$ cat config.mk
export PLATFORM = sky130hd
export DESIGN_NAME = sd_spi_engine
export DESIGN_NICKNAME = d
export VERILOG_FILES = /design/src/rtl/sd_spi_engine.sv
export SDC_FILE = /design/constraint.sdc
export NUM_CORES = 1
export LEC_CHECK = 0
export CAP_MARGIN = 20
export CORE_MARGIN = 8
export CORE_UTILIZATION = 59
export CTS_BUF_LIST = sky130_fd_sc_hd__clkbuf_8
export DETAILED_ROUTE_END_ITERATION = 6
export PLACE_DENSITY = 0.79
export RECOVER_POWER = 25
export SYNTH_ARGS = -nofsm -noshare
export SYNTH_HDL_FRONTEND = slang
export SYNTH_SLANG_ARGS = --single-unit
$ cat constraint.sdc
create_clock -name CLOCK_50 -period 3.5 [get_ports CLOCK_50]
set_input_delay 0.7 -clock CLOCK_50 [delete_from_list [all_inputs] [get_ports CLOCK_50]]
set_output_delay 0.7 -clock CLOCK_50 [all_outputs]
set_load 0.02 [all_outputs]
$ cat src/rtl/sd_spi_engine.sv
// Command-driven SPI mode-0 master for the SD card path, with a first-word
// fall-through receive FIFO and selectable slow/fast clock dividers.
`timescale 1ns/1ps
module sd_spi_engine #(
  parameter int unsigned SLOW_DIV   = 30,
  parameter int unsigned FAST_DIV   = 1,
  parameter int unsigned DIV_W      = 5,
  parameter int unsigned FIFO_DEPTH = 16,
  parameter int unsigned LEN_W      = 10
) (
  input  logic                        CLOCK_50,
  input  logic                        RESET,
  input  logic                        CMD_VALID,
  input  logic [2:0]                  CMD_OP,
  input  logic [7:0]                  CMD_DATA,
  input  logic [LEN_W-1:0]            CMD_LEN,
  output logic                        CMD_READY,
  output logic                        BUSY,
  output logic                        HIGH_SPEED,
  output logic [7:0]                  RX_DATA,
  output logic                        RX_VALID,
  input  logic                        RX_POP,
  output logic [$clog2(FIFO_DEPTH):0] RX_COUNT,
  output logic                        SPI_CLK,
  output logic                        SPI_MOSI,
  output logic                        SPI_CS,
  input  logic                        SPI_MISO
);
  localparam int unsigned PTR_W = $clog2(FIFO_DEPTH);
  localparam logic [PTR_W:0]   FULL = FIFO_DEPTH[PTR_W:0];
  localparam logic [DIV_W-1:0] SLOW = SLOW_DIV[DIV_W-1:0];
  localparam logic [DIV_W-1:0] FAST = FAST_DIV[DIV_W-1:0];

  typedef enum logic [1:0] {IDLE, WAIT_SPACE, SHIFT, NEXT} state_t;
  typedef enum logic [2:0] {
    OP_XFER = 3'd0, OP_WRITE = 3'd1, OP_READ_BURST = 3'd2,
    OP_SET_CS = 3'd3, OP_SET_SPEED = 3'd4
  } op_t;
  typedef enum logic [1:0] {K_WRITE, K_XFER, K_BURST} kind_t;

  state_t             state, next_state;
  op_t                op;
  kind_t              kind;
  logic               cs, high_speed, spi_clk;
  logic [7:0]         tx_sh, rx_sh;
  logic [LEN_W-1:0]   remaining;
  logic [DIV_W-1:0]   div, div_cnt;
  logic [3:0]         half_cnt;
  logic               tick, byte_done, push, pop;
  logic [7:0]         mem [FIFO_DEPTH];
  logic [PTR_W-1:0]   wptr, rptr;
  logic [PTR_W:0]     count;

  assign op = op_t'(CMD_OP);

  always_ff @(posedge CLOCK_50) begin
    if (RESET) state <= IDLE;
    else       state <= next_state;
  end

  always_comb begin
    next_state = state;
    tick       = 1'b0;
    byte_done  = 1'b0;
    CMD_READY  = 1'b0;
    SPI_MOSI   = tx_sh[7];
    case (state)
      IDLE: begin
        CMD_READY = 1'b1;
        SPI_MOSI  = 1'b1;
        if (CMD_VALID) begin
          case (op)
            OP_XFER:       next_state = WAIT_SPACE;
            OP_WRITE:      next_state = SHIFT;
            OP_READ_BURST: if (CMD_LEN != '0) next_state = WAIT_SPACE;
            default: ;
          endcase
        end
      end
      WAIT_SPACE: if (count != FULL) next_state = SHIFT;
      SHIFT: begin
        if (div_cnt == div) begin
          tick = 1'b1;
          // Half 15 ends with the 8th falling SPI_CLK edge: the byte is complete.
          if (half_cnt == 4'd15) begin
            byte_done  = 1'b1;
            next_state = (kind == K_BURST) ? NEXT : IDLE;
          end
        end
      end
      NEXT:    next_state = (remaining == '0) ? IDLE : WAIT_SPACE;
      default: next_state = IDLE;
    endcase
    BUSY = ~CMD_READY;
  end

  assign push = byte_done && (kind != K_WRITE);
  assign pop  = RX_POP && (count != '0);

  always_ff @(posedge CLOCK_50) begin
    if (RESET) begin
      cs         <= 1'b1;
      high_speed <= 1'b0;
      spi_clk    <= 1'b0;
      tx_sh      <= '1;
      rx_sh      <= '0;
      kind       <= K_WRITE;
      remaining  <= '0;
      div        <= '0;
      div_cnt    <= '0;
      half_cnt   <= '0;
    end else begin
      case (state)
        IDLE: if (CMD_VALID) begin
          div      <= high_speed ? FAST : SLOW;
          div_cnt  <= '0;
          half_cnt <= '0;
          spi_clk  <= 1'b0;
          case (op)
            OP_XFER:       begin tx_sh <= CMD_DATA; kind <= K_XFER;  end
            OP_WRITE:      begin tx_sh <= CMD_DATA; kind <= K_WRITE; end
            OP_READ_BURST: begin tx_sh <= '1; kind <= K_BURST; remaining <= CMD_LEN; end
            OP_SET_CS:     cs <= CMD_DATA[0];
            OP_SET_SPEED:  high_speed <= CMD_DATA[0];
            default: ;
          endcase
        end
        SHIFT: begin
          if (tick) begin
            div_cnt  <= '0;
            half_cnt <= half_cnt + 4'd1;
            spi_clk  <= ~spi_clk;
            if (!spi_clk) rx_sh <= {rx_sh[6:0], SPI_MISO};
            else          tx_sh <= {tx_sh[6:0], 1'b1};
            if (byte_done && kind == K_BURST) remaining <= remaining - 1'b1;
          end else begin
            div_cnt <= div_cnt + 1'b1;
          end
        end
        NEXT: begin
          tx_sh    <= '1;
          div_cnt  <= '0;
          half_cnt <= '0;
        end
        default: ;
      endcase
    end
  end

  always_ff @(posedge CLOCK_50) begin
    if (push && !RESET) mem[wptr] <= rx_sh;
  end

  always_ff @(posedge CLOCK_50) begin
    if (RESET) begin
      wptr  <= '0;
      rptr  <= '0;
      count <= '0;
    end else begin
      if (push) wptr <= wptr + 1'b1;
      if (pop)  rptr <= rptr + 1'b1;
      case ({push, pop})
        2'b10:   count <= count + 1'b1;
        2'b01:   count <= count - 1'b1;
        default: ;
      endcase
    end
  end

  assign RX_DATA    = (count != '0) ? mem[rptr] : '0;
  assign RX_VALID   = (count != '0);
  assign RX_COUNT   = count;
  assign SPI_CLK    = spi_clk;
  assign SPI_CS     = cs;
  assign HIGH_SPEED = high_speed;
endmodule

==> flow_metrics.tcl <==
set metrics [dict create \
    status "finished, final reports clean" \
    start_util 0.605 \
    power.density_nw_per_um2 445 \
    end_kind "output port" \
    rsz0062_at_grt "false" \
    reg2reg_to "RX_COUNT[4]" \
    cts.sinks 189 \
    chipHeight_um 133 \
    rows 42 \
    crit_path_max_fanout 32 \
    antenna_found_initial 0 \
    wire_per_inst_um 20.4 \
    ios 46 \
    seq_area_frac_synth 0.629 \
    netlist_instances 571 \
    areaGrowthSynthToFinish_pct 12.3 \
    insertion_delay_ns 0.46 \
    cp_data_arrival_time_ns 2.63 \
    layout_commonest_cell "edfxtp_1" \
    clk_pin_slew_ns 0.08 \
    crit_path_start_kind "flip-flop" \
    drc 0 \
    hold_start "tx_sh[7]" \
    ys_types 56 \
    fin_ws_ns 0.169 \
    synth_ff_type "edfxtp_1" \
    viasPerCell 5.99 \
    drv_slew 0 \
    hold_violations 0 \
    multi_input_area_um2 2780 \
    n_antenna_cell 0 \
    power_mw 4.02 \
    finalCritPeriodShare 0.952 \
    synth_edf_count 128 \
    placed_cell_area_um2 8720 \
    hp-class "flip-flop to flip-flop" \
    r2r-start "div_cnt[4]" \
    grt.overflow.total 0 \
    die_w_um 133 \
    ys_async_sr_fraction 0 \
    drv_cap 0 \
    cts_buffers 17 \
    max_freq_mhz 300 \
    p_leak_nw 3.00 \
    dieArea_um2 17600 \
    core_region_area_um2 13300 \
    final_cells 808 \
    cp.required_ns 2.80 \
    period_minus_slack_ns 3.33 \
    rr_worst_depth 10 \
    place_worst_setup_slack_ns 0.322 \
    gr-usage-all-layers 0.195 \
    tightestPinTransition_ns 0.977 \
    grt_max_degree 38 \
    grt_pass1_vias 4969 \
    peakVddDrop_mv 0.247 \
    relSlewSlack 0.349 \
    fin_worst_skew_ns 0.0108 \
    post-dp-hpwl_um 11300 \
    min_path_cells 1 \
    tns_ns 0 \
    ys_ff_latch 189 \
    syn_area_um2 8050 \
    fillCellCount 908 \
    final_cell_area_um2 9030 \
    layout.cells.most_common_list "edfxtp_1 (128), dfxtp_1 (60), nor2_1 (48)" \
    grt_pass1_wl_um 26700 \
    wl_um 16500 \
    cts_root_buf "clkbuf_8" \
    ant_nets 0 \
    syn_avg_cell_area_um2 14.1 \
    cts_max_level 4 \
    hold_end "tx_sh[7]" \
    numPortBuffers 45 \
    cts_buffer_depth 2 \
    finalWeightedCongestion 0.856 \
    cts_setup_buffers 0 \
    critPathKind "flip-flop to output port" \
    ff2ff_setup_slack_ns 0.47 \
    drive_gt1_frac 0.153 \
    nets 660 \
    setup_viol 0 \
    drtPass1Iterations 5 \
    yosys_warnings 0 \
    dp.cells 778 \
    drtIter0Drc 513 \
    cts_tree "built" \
    seq_area_um2 5070 \
    vias 4839 \
    synthesis.nets 610 \
]
worst max-delay path by stage:
stage / slack, ns / cells after the start / start / end
final: 0.17 / 5 / flip-flop / RX_DATA[3]
after CTS: 0.11 / 5 / flip-flop / RX_DATA[3]
after floorplan: 0.43 / 11 / div_cnt[4] / RX_COUNT[4]
after global placement: 0.42 / 10 / RX_POP / RX_COUNT[4]
after global routing: 0.07 / 5 / flip-flop / RX_DATA[3]
after detailed placement: 0.32 / 10 / RX_POP / RX_COUNT[4]
registers in the layout (all words and copies together) (netlist names), named ones only:
register and flops:
SPI_CLK 1, half_cnt 4, tx_sh 8, kind 2, RX_COUNT 5, rptr 4
state 2, remaining 10, rx_sh 8, div 2, HIGH_SPEED 1, mem 128
div_cnt 5, SPI_CS 1, wptr 4
metal layers:
layer | up-vias | routed length, um | global-route usage | share of wire
met1 | 2392 | 7010 | 0.249 | 0.42
met2 | 161 | 8360 | 0.323 | 0.51
met5 | - | 0 | 0 | 0
met3 | 17 | 908 | 0.0420 | 0.055
met4 | 0 | 224 | 0.0656 | 0.014
li1 | 2269 | - | - | -
synth_stat cells, drive strengths merged, types with 4 or more instances:
| master | n | area [um^2] |
|---|---|---|
| o211ai | 6 | 45.0 |
| nand4 | 9 | 62.6 |
| o22ai | 7 | 43.8 |
| mux4 | 40 | 901 |
| clkbuf | 20 | 75.1 |
| nor2b | 5 | 31.3 |
| nor4 | 11 | 75.1 |
| nand2 | 26 | 97.6 |
| xor2 | 7 | 61.3 |
| a21oi | 30 | 158 |
| nor3 | 20 | 110 |
| inv | 14 | 52.6 |
| a21o | 6 | 45.0 |
| or3 | 4 | 25.0 |
| mux2i | 15 | 163 |
| nand3 | 6 | 30.0 |
| or2 | 5 | 31.3 |
| dfxtp | 61 | 1220 |
| nand2b | 5 | 31.3 |
| edfxtp | 128 | 3840 |
| xnor2 | 5 | 43.8 |
| buf | 11 | 71.3 |
| o21ai | 15 | 75.1 |
| nor2 | 48 | 180 |
| ha | 12 | 150 |
| o31ai | 5 | 37.5 |
| and2 | 21 | 131 |
critical path, cell delays in order, from the launching register on:
cell and delay (ns):
dfxtp_2 0.34, buf_12 0.26, mux4_2 0.59, mux4_2 0.48, and2_1 0.16, dlygate4sd2_1 0.32
cell type report:
type,count,share of cell area
sequential,189,0.561
multi-input combinational,337,0.308
timing repair buffer,62,0.0651
clock buffer,17,0.0259
tap,176,0.0244
clock inverter,13,0.00983
inverter,14,0.00582
logic make-up (layout without fill, tap and decap cells):
kind of cell / Yosys count / in the layout / synth area share
flip-flops: 189 / 189 / 0.629
adder cells (fa/ha/maj): 13 / 13 / 0.0211
buffers and inverters: 45 / 106 / 0.0247
AO/OA/AOI/OAI: 83 / 83 / 0.0642
multiplexers: 55 / 55 / 0.132
AND/OR/NAND/NOR: 174 / 174 / 0.115
XOR/XNOR: 12 / 12 / 0.0131
repair_timing:
item,4_1_cts,5_1_grt
gates resized for setup,8,0
endpoints found under the hold margin,0,0
hold buffers,0,0
endpoints found under the setup margin,8,0
report_power, final:
| part | internal, mW | switching [mW] | leakage, nW |
|---|---|---|---|
| clock | 0.534 | 0.694 | 0.176 |
| combinational | 0.154 | 0.213 | 1.16 |
| sequential | 2.39 | 0.0364 | 1.66 |
| total | 3.08 | 0.943 | 3.00 |
metrics by stage:
stage | hold WS, ns | utilization
finish | 0.463 | 0.679
global route | 0.494 | 0.679
CTS | 0.467 | 0.679
detailed placement | 0.447 | 0.656
global placement | 0.440 | 0.656
floorplan | 0.428 | -
Power figures use the tool's default switching activity.
